### src/rtl/game_pkg.sv
`default_nettype none
// ============================================================================
// Module      : game_pkg
// Description : Shared game constants. Holds the score width, the active-low
//               seven-segment patterns and the score display FSM states.
// Revision    : 1.0 - initial release
// ============================================================================
package game_pkg;

    // Width of the binary score produced by the playfield renderer
    localparam int SCORE_W = 20;

    // Seven-segment patterns, bit order {g,f,e,d,c,b,a}, active-low
    localparam logic [6:0] SEG_0     = 7'h40;
    localparam logic [6:0] SEG_1     = 7'h79;
    localparam logic [6:0] SEG_2     = 7'h24;
    localparam logic [6:0] SEG_3     = 7'h30;
    localparam logic [6:0] SEG_4     = 7'h19;
    localparam logic [6:0] SEG_5     = 7'h12;
    localparam logic [6:0] SEG_6     = 7'h02;
    localparam logic [6:0] SEG_7     = 7'h78;
    localparam logic [6:0] SEG_8     = 7'h00;
    localparam logic [6:0] SEG_9     = 7'h10;
    localparam logic [6:0] SEG_BLANK = 7'h7F;

    // Score display conversion FSM
    typedef enum logic [1:0] {
        ST_IDLE   = 2'd0,
        ST_LOAD   = 2'd1,
        ST_SHIFT  = 2'd2,
        ST_COMMIT = 2'd3
    } state_t;

    // BCD digit to segment pattern; anything outside 0-9 is shown blank
    function automatic logic [6:0] seg_encode(input logic [3:0] digit);
        logic [6:0] seg;
        case (digit)
            4'd0:    seg = SEG_0;
            4'd1:    seg = SEG_1;
            4'd2:    seg = SEG_2;
            4'd3:    seg = SEG_3;
            4'd4:    seg = SEG_4;
            4'd5:    seg = SEG_5;
            4'd6:    seg = SEG_6;
            4'd7:    seg = SEG_7;
            4'd8:    seg = SEG_8;
            4'd9:    seg = SEG_9;
            default: seg = SEG_BLANK;
        endcase
        return seg;
    endfunction

endpackage
`default_nettype wire

### src/rtl/score_display_if.sv
`default_nettype none
// ============================================================================
// Module      : score_display_if
// Description : Score in, display outputs back. The renderer side uses the
//               master modport, the score display uses the slave modport.
// Revision    : 1.0 - initial release
// ============================================================================
interface score_display_if #(
    parameter int SCORE_W = 20,
    parameter int DIGITS  = 6
);

    logic [SCORE_W-1:0]  score;
    logic [DIGITS*7-1:0] hex;
    logic [DIGITS*4-1:0] bcd;
    logic                busy;
    logic                upd;

    modport master (
        output score,
        input  hex,
        input  bcd,
        input  busy,
        input  upd
    );

    modport slave (
        input  score,
        output hex,
        output bcd,
        output busy,
        output upd
    );

endinterface
`default_nettype wire

### src/rtl/seg7_decoder.sv
`default_nettype none
// ============================================================================
// Module      : seg7_decoder
// Description : Combinational BCD digit to active-low seven-segment decoder
//               with a blank override. Reusable for any on-board readout.
// Revision    : 1.0 - initial release
// ============================================================================
module seg7_decoder
    import game_pkg::*;
(
    input  logic [3:0] i_bcd,
    input  logic       i_blank,
    output logic [6:0] o_seg
);

    // Blank wins over the digit value
    always_comb begin
        o_seg = SEG_BLANK;
        if (!i_blank) begin
            o_seg = seg_encode(i_bcd);
        end
    end

endmodule
`default_nettype wire

### src/rtl/score_display.sv
`default_nettype none
// ============================================================================
// Module      : score_display
// Description : Converts the renderer's binary score to BCD with a sequential
//               double-dabble engine and drives six seven-segment displays.
//               Displayed values change atomically on conversion commit.
// Revision    : 1.0 - initial release
// ============================================================================
module score_display #(
    parameter int SCORE_W       = game_pkg::SCORE_W,
    parameter int DIGITS        = 6,
    parameter int MAX_SHOW      = 999999,
    parameter bit BLANK_LEADING = 1'b1
) (
    input  logic           vgaclk,
    input  logic           rst,
    score_display_if.slave bus
);

    import game_pkg::state_t;
    import game_pkg::ST_IDLE;
    import game_pkg::ST_LOAD;
    import game_pkg::ST_SHIFT;
    import game_pkg::ST_COMMIT;
    import game_pkg::SEG_0;
    import game_pkg::SEG_BLANK;

    localparam int                  c_CNT_W    = $clog2(SCORE_W);
    localparam logic [SCORE_W-1:0]  c_MAX_SHOW = SCORE_W'(MAX_SHOW);
    localparam int                  c_BCD_W    = DIGITS * 4;
    localparam int                  c_HEX_W    = DIGITS * 7;

    // Display 0 always shows "0"; the others show blank or "0"
    function automatic logic [c_HEX_W-1:0] f_hex_rst();
        logic [c_HEX_W-1:0] v;
        for (int k = 0; k < DIGITS; k++) begin
            v[7*k +: 7] = ((k == 0) || !BLANK_LEADING) ? SEG_0 : SEG_BLANK;
        end
        return v;
    endfunction

    localparam logic [c_HEX_W-1:0] c_HEX_RST = f_hex_rst();

    state_t               r_state;
    state_t               w_state_nx;
    logic [SCORE_W-1:0]   r_score_q;
    // Extra MSB flags the post-reset sentinel so any first score converts
    logic [SCORE_W:0]     r_last_conv;
    logic [SCORE_W-1:0]   r_bin_sr;
    logic [c_BCD_W-1:0]   r_bcd_sr;
    logic [c_CNT_W-1:0]   r_cnt;
    logic [c_BCD_W-1:0]   r_bcd;
    logic [c_HEX_W-1:0]   r_hex;
    logic                 r_busy;
    logic                 r_upd;

    logic                 w_stable;
    logic [SCORE_W-1:0]   w_sat;
    logic [c_BCD_W-1:0]   w_bcd_adj;
    logic [DIGITS-1:0]    w_zero_from;
    logic [DIGITS-1:0]    w_blank;
    logic [c_HEX_W-1:0]   w_seg;

    // Only a score seen identically on two consecutive samples is trusted,
    // which keeps the frame-rate update edge out of the capture
    assign w_stable = (bus.score == r_score_q);
    assign w_sat    = (r_score_q > c_MAX_SHOW) ? c_MAX_SHOW : r_score_q;

    // Sample the incoming score every cycle
    always_ff @(posedge vgaclk or negedge rst) begin
        if (!rst) begin
            r_score_q <= '0;
        end else begin
            r_score_q <= bus.score;
        end
    end

    // FSM state register
    always_ff @(posedge vgaclk or negedge rst) begin
        if (!rst) begin
            r_state <= ST_IDLE;
        end else begin
            r_state <= w_state_nx;
        end
    end

    // FSM next-state: convert only a stable score that differs from the last one
    always_comb begin
        w_state_nx = r_state;
        case (r_state)
            ST_IDLE: begin
                if (w_stable && ({1'b0, r_score_q} != r_last_conv)) begin
                    w_state_nx = ST_LOAD;
                end
            end
            ST_LOAD:   w_state_nx = ST_SHIFT;
            ST_SHIFT: begin
                if (r_cnt == '0) begin
                    w_state_nx = ST_COMMIT;
                end
            end
            ST_COMMIT: w_state_nx = ST_IDLE;
            default:   w_state_nx = ST_IDLE;
        endcase
    end

    // Double-dabble adjust: every nibble of 5 or more gets +3 before the shift
    always_comb begin
        w_bcd_adj = r_bcd_sr;
        for (int k = 0; k < DIGITS; k++) begin
            if (r_bcd_sr[4*k +: 4] >= 4'd5) begin
                w_bcd_adj[4*k +: 4] = r_bcd_sr[4*k +: 4] + 4'd3;
            end
        end
    end

    // Leading-zero blanking: digit k blanks when it and every digit above are zero
    always_comb begin
        w_zero_from = '0;
        w_blank     = '0;
        w_zero_from[DIGITS-1] = (r_bcd_sr[4*(DIGITS-1) +: 4] == 4'd0);
        for (int k = DIGITS - 2; k >= 0; k--) begin
            w_zero_from[k] = w_zero_from[k+1] && (r_bcd_sr[4*k +: 4] == 4'd0);
        end
        for (int k = 1; k < DIGITS; k++) begin
            w_blank[k] = BLANK_LEADING && w_zero_from[k];
        end
    end

    generate
        for (genvar k = 0; k < DIGITS; k++) begin : g_digit
            seg7_decoder u_dec (
                .i_bcd   (r_bcd_sr[4*k +: 4]),
                .i_blank (w_blank[k]),
                .o_seg   (w_seg[7*k +: 7])
            );
        end
    endgenerate

    // Conversion datapath and registered outputs; busy/upd are registered
    // from the next state so the board pins never glitch
    always_ff @(posedge vgaclk or negedge rst) begin
        if (!rst) begin
            r_last_conv <= '1;
            r_bin_sr    <= '0;
            r_bcd_sr    <= '0;
            r_cnt       <= '0;
            r_bcd       <= '0;
            r_hex       <= c_HEX_RST;
            r_busy      <= 1'b0;
            r_upd       <= 1'b0;
        end else begin
            r_busy <= (w_state_nx != ST_IDLE);
            r_upd  <= (w_state_nx == ST_COMMIT);
            case (r_state)
                ST_LOAD: begin
                    r_bin_sr    <= w_sat;
                    r_last_conv <= {1'b0, r_score_q};
                    r_bcd_sr    <= '0;
                    r_cnt       <= c_CNT_W'(SCORE_W - 1);
                end
                ST_SHIFT: begin
                    r_bcd_sr <= {w_bcd_adj[c_BCD_W-2:0], r_bin_sr[SCORE_W-1]};
                    r_bin_sr <= {r_bin_sr[SCORE_W-2:0], 1'b0};
                    if (r_cnt != '0) begin
                        r_cnt <= r_cnt - 1'b1;
                    end
                end
                ST_COMMIT: begin
                    r_bcd <= r_bcd_sr;
                    r_hex <= w_seg;
                end
                default: begin
                end
            endcase
        end
    end

    assign bus.hex  = r_hex;
    assign bus.bcd  = r_bcd;
    assign bus.busy = r_busy;
    assign bus.upd  = r_upd;

endmodule
`default_nettype wire

### src/flat_wrapper.sv
// flat-port wrapper written by rule: the top's interface ports become plain ports
module score_display_flat import game_pkg::state_t; import game_pkg::ST_IDLE; import game_pkg::ST_LOAD; import game_pkg::ST_SHIFT; import game_pkg::ST_COMMIT; import game_pkg::SEG_0; import game_pkg::SEG_BLANK;
#(
    parameter int SCORE_W       = game_pkg::SCORE_W,
    parameter int DIGITS        = 6,
    parameter int MAX_SHOW      = 999999,
    parameter bit BLANK_LEADING = 1'b1
)
  (vgaclk, rst, bus_score, bus_hex, bus_bcd, bus_busy, bus_upd);
  score_display_if #(.SCORE_W(SCORE_W), .DIGITS(DIGITS)) bus_i ();
  input  logic vgaclk;
  input  logic rst;
  input wire logic [$bits(bus_i.score)-1:0] bus_score;
  output wire logic [$bits(bus_i.hex)-1:0] bus_hex;
  output wire logic [$bits(bus_i.bcd)-1:0] bus_bcd;
  output wire logic [$bits(bus_i.busy)-1:0] bus_busy;
  output wire logic [$bits(bus_i.upd)-1:0] bus_upd;
  assign bus_i.score = bus_score;
  assign bus_hex = bus_i.hex;
  assign bus_bcd = bus_i.bcd;
  assign bus_busy = bus_i.busy;
  assign bus_upd = bus_i.upd;
  score_display #(.SCORE_W(SCORE_W), .DIGITS(DIGITS), .MAX_SHOW(MAX_SHOW), .BLANK_LEADING(BLANK_LEADING)) u_core (.vgaclk(vgaclk), .rst(rst), .bus(bus_i));
endmodule
### config.mk
export PLATFORM = sky130hd
export DESIGN_NAME = score_display_flat
export DESIGN_NICKNAME = d
export VERILOG_FILES = /design/src/rtl/game_pkg.sv /design/src/rtl/score_display_if.sv /design/src/rtl/seg7_decoder.sv /design/src/rtl/score_display.sv /design/src/flat_wrapper.sv
export SDC_FILE = /design/constraint.sdc
export NUM_CORES = 1
export LEC_CHECK = 0
export ABC_AREA = 0
export CORE_MARGIN = 2
export CORE_UTILIZATION = 60
export CTS_CLUSTER_DIAMETER = 50
export DETAILED_ROUTE_END_ITERATION = 12
export MAX_ROUTING_LAYER = met4
export PLACE_DENSITY = 0.84
export SYNTH_ARGS = -nofsm -noshare
export SYNTH_HDL_FRONTEND = slang
export SYNTH_HIERARCHICAL = 1
export SYNTH_SLANG_ARGS = --single-unit
### constraint.sdc
create_clock -name vgaclk -period 5 [get_ports vgaclk]
set_input_delay 0.75 -clock vgaclk [delete_from_list [all_inputs] [get_ports vgaclk]]
set_output_delay 0.75 -clock vgaclk [all_outputs]
set_load 0.02 [all_outputs]
==> results of run 1 <==
[sequential cells by signal, summed over array words and instances, names as in the netlist]
register	cells
u_core/bus.hex	42
u_core/bus.bcd	24
u_core/r_bcd_sr	24
u_core/r_last_conv	21
u_core/r_bin_sr	20
u_core/r_score_q	20
u_core/r_cnt	5
u_core/r_state	2
u_core/bus.busy	1
u_core/bus.upd	1
[per-stage QoR]
stage / worst slack (ns) / util / power, mW / area, µm²
floorplan: 2.01 / - / 4.79 / 8600
global placement: 1.54 / 0.688 / 5.65 / 9590
detailed placement: 1.32 / 0.688 / 5.84 / 9590
CTS: 1.29 / 0.727 / 7.07 / 10100
global route: 0.916 / 0.727 / 7.57 / 10100
finish: 1.25 / 0.727 / 7.04 / 10100
[layout by cell type, fill, tap and decap left out, types with 2 or more instances in the layout]
| cell | Yosys | final |
|---|---|---|
| conb_1 | 1 | 7 |
| xnor2_1 | 27 | 27 |
| and4_1 | 2 | 2 |
| clkinvlp_4 | 0 | 5 |
| nor2b_1 | 10 | 10 |
| buf_4 | 0 | 2 |
| ha_2 | 0 | 2 |
| o21ai_0 | 36 | 36 |
| clkdlybuf4s50_1 | 0 | 88 |
| a21o_1 | 7 | 7 |
| nand2b_1 | 24 | 24 |
| clkinv_2 | 0 | 5 |
| nor4_1 | 6 | 6 |
| nor2_1 | 34 | 34 |
| o21bai_1 | 6 | 6 |
| o31ai_1 | 3 | 3 |
| nor3_2 | 7 | 7 |
| o211ai_1 | 2 | 2 |
| clkinv_4 | 0 | 2 |
| nand2b_4 | 6 | 6 |
| xor2_1 | 28 | 28 |
| mux2i_1 | 10 | 10 |
| nor3b_2 | 8 | 8 |
| o21a_1 | 2 | 2 |
| mux2_2 | 87 | 87 |
| clkbuf_16 | 0 | 17 |
| nand2_1 | 31 | 31 |
| a21oi_1 | 62 | 62 |
| a31oi_1 | 6 | 6 |
| inv_1 | 50 | 50 |
| nor3_1 | 16 | 16 |
| nand3_1 | 6 | 6 |
| dfrtp_1 | 103 | 103 |
| nand4_1 | 8 | 8 |
| o32ai_1 | 3 | 3 |
| dfstp_2 | 57 | 57 |
| o22ai_1 | 29 | 29 |
| ha_1 | 52 | 50 |
[cell type report]
type | instances | area (µm²)
clock buffers | 18 | 429
clock inverters | 14 | 119
fillers | 958 | 3800
inverters | 51 | 191
multi-input cells | 540 | 4190
flip-flops and latches | 160 | 4080
well taps | 180 | 225
repair buffers | 91 | 907
[metal layers]
metal / vias up / GRT usage
met3: 25 / 0.0462
met4: 0 / 0.0930
met1: 2992 / 0.302
li1: 2875 / -
met5: - / -
met2: 140 / 0.414
[power by group]
part,internal [mW],leakage [nW],switching [mW]
sequential,1.95,1.88,0.441
clock,0.681,0.258,0.527
combinational,1.59,1.97,1.86
total,4.22,4.11,2.82
[logic make-up (layout without fill, tap and decap cells)]
logic type	count (synthesis)	after routing	share of synthesized area
buffers and inverters	79	174	0.0401
other	1	7	0.000437
and+or+nand+nor	165	165	0.115
adders and majority gates	52	52	0.0758
AOI/OAI and AO/OA	164	164	0.111
muxes	97	97	0.126
xor gates and xnor gates	55	55	0.0561
DFF	160	160	0.475
[worst max-delay path: stages (launching register included)]
cell,delay (ns)
dfrtp_1,0.46
inv_1,0.15
ha_1,0.23
nor3b_2,0.51
and4_1,0.47
nand4_1,0.20
nor4b_2,0.69
and4_1,0.48
nor2_1,0.13
a21oi_1,0.19
mux2_2,0.17
[how the worst min path moves through the flow]
stage / start / endpoint / slack, ns / depth (start not counted)
floorplan: rst / u_core/bus.bcd[0] / 0.45 / 0
global placement: u_core/r_last_conv[20] / u_core/r_last_conv[20] / 0.47 / 1
detailed placement: u_core/r_last_conv[20] / u_core/r_last_conv[20] / 0.49 / 1
CTS: u_core/r_last_conv[20] / u_core/r_last_conv[20] / 0.50 / 1
global route: u_core/bus.bcd[16] / u_core/bus.bcd[16] / 0.52 / 1
finish: rst / u_core/bus.bcd[23] / 0.47 / 1
==> impl_metrics.tcl, run 1 <==
set metrics [dict create \
    vias 6032 \
    portBuffers 89 \
    setup_viol 0 \
    fin_worst_skew_ns 0.00665 \
    grt_pass1_wl_um 28900 \
    synth_enable_flop_cells 0 \
    power-per-cell-area_mw_per_mm2 695 \
    crit_start "u_core/r_bcd_sr[20]" \
    avgViaCountPerCell 5.72 \
    antenna_found_initial 0 \
    cap_violations 0 \
    r2r_end "u_core/bus.hex[10]" \
    timing.rr.start "u_core/r_bcd_sr[20]" \
    worst_pin_slew_ns 1.21 \
    drive_gt1_frac 0.236 \
    final-instance-count-excl-fill 1054 \
    postRouteAntennaNets 0 \
    core_area_mm2 0.0139 \
    wire_per_inst_um 16.1 \
    grt_pass1_vias 5977 \
    syn_inst 773 \
    clk-insertion-delay-late_ns 0.43 \
    max-vdd-ir-drop_uv 460 \
    row_count 43 \
    syn_area_per_cell_um2 11.1 \
    dr.pass1.iters 5 \
    min_period_ns 3.75 \
    grt-ovfl-total 0 \
    rsz0062_at_grt "no" \
    ctsHoldBuffers 0 \
    area.growth.synth_to_final_pct 18.1 \
    finalCritPeriodShare 0.749 \
    synthDistinctLibCells 51 \
    start_util 0.616 \
    hpwl_um 11800 \
    cts_max_level 4 \
    cts_root_buffer "clkbuf_16" \
    max_slew_margin 0.191 \
    yosysSeqAreaShare 0.475 \
    drc 0 \
    p_leak_nw 4.11 \
    place_inst 1022 \
    yosysMostFrequentCell "dfrtp_1" \
    gp_congestion 0.855 \
    yosys-top-cells-count "dfrtp_1 (103), mux2_2 (87), a21oi_1 (62)" \
    clkTransAtPathRegs_ns 0.06 \
    cp-end-kind "flip-flop" \
    startpoint_type "flip-flop" \
    routed.top_layer "met4" \
    synth_top_area_share 0.300 \
    arrival_ns 4.12 \
    async_flop_share 1.00 \
    timing_worst_setup_path_type "reg -> reg" \
    synthTopCellsByArea "dfrtp_1 (30%), dfstp_2 (17%), mux2_2 (11%), ha_1 (7.6%), a21oi_1 (3.6%)" \
    dr_wl_met2_um 8730 \
    cts.repair.resized 0 \
    antennaDiodeCount 0 \
    max_clock_freq_ghz 0.267 \
    clk_path_buf_depth 2 \
    ys_warn_count 6 \
    worst_hold_slack_ns 0.465 \
    required_ns 5.37 \
    maxSlewViolCount 0 \
    cts.sinks 160 \
    cts_setup_buffers 0 \
    cts_tree "built" \
    die_h_um 124 \
    dieWidth_um 124 \
    ioPinCount 90 \
    setup_tns_ns 0 \
    totalWireLength_um 17000 \
    worstRegToRegCells 10 \
    synth-main-ff-cell "dfrtp_1" \
    rrSetupSlack_ns 1.25 \
    synth.cell_area_mm2 0.00858 \
    cp_max_fo 8 \
    cts_buffers 17 \
    endpoint "u_core/bus.hex[10]" \
    dieArea_mm2 0.0153 \
    hold_violations 0 \
    yosys_register_bits 160 \
    grt_util_all_layers 0.248 \
    drtIter0Drc 387 \
    fin_nets 935 \
    outcome "completed" \
    met3_length_um 600 \
    yosysTopAreaCell "dfrtp_1" \
    holdCritPathClass "in -> async" \
    grt_max_degree 117 \
    wl_met1_um 7400 \
]
Note: power is estimated with default switching activity, not from simulation.
==> inputs of run 2 (changes only) <==
--- a/config.mk
+++ b/config.mk
@@ -7,11 +7,11 @@
 export LEC_CHECK = 0
 export ABC_AREA = 0
 export CORE_MARGIN = 2
-export CORE_UTILIZATION = 60
+export CORE_UTILIZATION = 57
 export CTS_CLUSTER_DIAMETER = 50
 export DETAILED_ROUTE_END_ITERATION = 12
 export MAX_ROUTING_LAYER = met4
-export PLACE_DENSITY = 0.84
+export PLACE_DENSITY = 0.8
 export SYNTH_ARGS = -nofsm -noshare
 export SYNTH_HDL_FRONTEND = slang
 export SYNTH_HIERARCHICAL = 1
==> constraint.sdc (replaced) <==
create_clock -name vgaclk -period 3.6 [get_ports vgaclk]
set_input_delay 0.54 -clock vgaclk [delete_from_list [all_inputs] [get_ports vgaclk]]
set_output_delay 0.54 -clock vgaclk [all_outputs]
set_load 0.02 [all_outputs]
==> run 2 against run 1 <==
Net effect:
- routed wire length grew 1.1%
- global-route usage down 1.6 points
- first-iteration DRC count rose by 2.8%
- clock power rose by 53%
- register-to-register slack lost 0.67 ns
- critical path type unchanged
==> impl_metrics.tcl, run 2 (synthesis results as in run 1) <==
set metrics [dict create \
    layout_common_cells "dfrtp_1 (103), clkdlybuf4s50_1 (88), mux2_2 (87)" \
    die_h_um 127 \
    rrSetupSlack_ns 0.58 \
    timing.rr.start "u_core/r_bcd_sr[21]" \
    timing_worst_setup_path_type "reg -> reg" \
    drive_gt1_frac 0.242 \
    outcome "completed" \
    grt_use_met1 0.288 \
    ctsHoldBuffers 0 \
    avgViaCountPerCell 5.66 \
    cap_violations 0 \
    worst_hold_slack_ns 0.197 \
    hold_violations 0 \
    grt_use_met2 0.383 \
    startpoint_type "flip-flop" \
    r2r_end "u_core/bus.hex[7]" \
    setup_tns_ns 0 \
    setup_viol 0 \
    postRouteAntennaNets 0 \
    drtIter0Drc 398 \
    layout_commonest_cell "dfrtp_1" \
    area.growth.synth_to_final_pct 19.7 \
    cts.repair.resized 0 \
    ioPinCount 90 \
    holdCritPathClass "in -> async" \
    power-per-cell-area_mw_per_mm2 978 \
    cts_root_buffer "clkbuf_16" \
    fin_worst_skew_ns 0.00660 \
    cp_max_fo 9 \
    maxSlewViolCount 0 \
    cts_max_level 4 \
    dieArea_mm2 0.0161 \
    finalCritPeriodShare 0.838 \
    grt_max_degree 99 \
    worst_pin_slew_ns 0.876 \
    arrival_ns 3.38 \
    p_leak_nw 4.17 \
    grt_pass1_wl_um 29400 \
    grt-ovfl-total 0 \
    antenna_found_initial 0 \
    cts_setup_buffers 0 \
    cts.sinks 160 \
    met3_usage 0.0409 \
    worstRegToRegCells 11 \
    path_cells "inv_1 > ha_1 > nor3b_2 > and4_1 > nand4_1 > nor4b_2 > buf_4 > and4_1 > nor2_1 > a21oi_1 > mux2_2" \
    totalWireLength_um 17200 \
    gp_congestion 0.882 \
    min_period_ns 3.02 \
    crit_top_cell "and4_1" \
    portBuffers 89 \
    clkTransAtPathRegs_ns 0.06 \
    start_util 0.586 \
    row_count 44 \
    dieWidth_um 127 \
    required_ns 3.97 \
    hpwl_um 11800 \
    cts_buffers 17 \
    fin_nets 942 \
    cp-end-kind "flip-flop" \
    vias 6026 \
    drc 0 \
    crit_slowest_cell "dfrtp_1" \
    max_clock_freq_ghz 0.332 \
    core_area_mm2 0.0146 \
    slowest_delay_ns 0.47 \
    clk_path_buf_depth 2 \
    grt.busiest_layer "met2" \
    max_slew_margin 0.416 \
    largest_reg_flops 42 \
    grt_util_all_layers 0.232 \
    dr.pass1.iters 7 \
    antennaDiodeCount 0 \
    max-vdd-ir-drop_uv 553 \
    grt_pass1_vias 6095 \
    power.total_mw 10.0 \
    rsz0062_at_grt "no" \
    wire_per_inst_um 16.1 \
    cts_tree "built" \
    clk-insertion-delay-late_ns 0.42 \
]
run 2: cell types whose count changed in the layout (fill, tap and decap cells not counted):
cell / change
bufinv_16: +2
buf_12: +1
clkbuf_8: +2
buf_4: +6
clkinv_2: -4
run 2: worst max-delay path by stage:
stage | start | endpoint | slack (ns) | cells after the start
6_report | u_core/r_bcd_sr[21] | u_core/bus.hex[7] | 0.58 | 11
5_1_grt | u_core/r_bcd_sr[21] | u_core/bus.hex[7] | 0.38 | 11
4_1_cts | u_core/r_bcd_sr[21] | u_core/bus.hex[7] | 0.60 | 11
3_5_place_dp | u_core/r_bcd_sr[21] | u_core/bus.hex[7] | 0.60 | 11
3_3_place_gp | u_core/r_bcd_sr[21] | u_core/bus.hex[12] | 0.75 | 11
2_1_floorplan | u_core/r_bcd_sr[21] | u_core/bus.hex[12] | 0.61 | 10
run 2: routing by layer:
| metal | routed length [µm] | share of wire |
|---|---|---|
| met5 | 0 | 0 |
| met2 | 8820 | 0.51 |
| met1 | 7470 | 0.43 |
| met3 | 619 | 0.036 |
| met4 | 286 | 0.017 |
run 2: area by class of cell:
class / count / area (µm²)
repair buffers: 98 / 972
clock buffers: 20 / 457
inverters: 51 / 191
multi-input cells: 540 / 4190
fillers: 995 / 4370
well taps: 184 / 230
clock inverters: 12 / 159
flip-flops and latches: 160 / 4080
run 2: where the power goes:
part | switching, mW | total, mW | internal [mW]
clock network | 0.723 | 1.85 | 1.13
logic | 2.61 | 4.87 | 2.26
registers | 0.612 | 3.32 | 2.71
run 2: per-stage QoR:
step           cells  setup slack [ns]   util  cell area [µm²]
4_1_cts         1065             0.602  0.702            10300
2_1_floorplan    779             0.605      -             8600
6_report        1065             0.584  0.702            10300
5_1_grt         1065             0.380  0.702            10300
3_5_place_dp    1033             0.604  0.660             9660
3_3_place_gp    1033             0.746  0.660             9660
run 2: critical path: cells and delay by family (launching register included):
family / cells / cell delay, ns
AND/OR/NAND/NOR: 6 / 1.58
flip-flops: 1 / 0.47
buffers and inverters: 2 / 0.35
adder cells (fa/ha/maj): 1 / 0.22
AO/OA/AOI/OAI: 1 / 0.18
multiplexers: 1 / 0.17
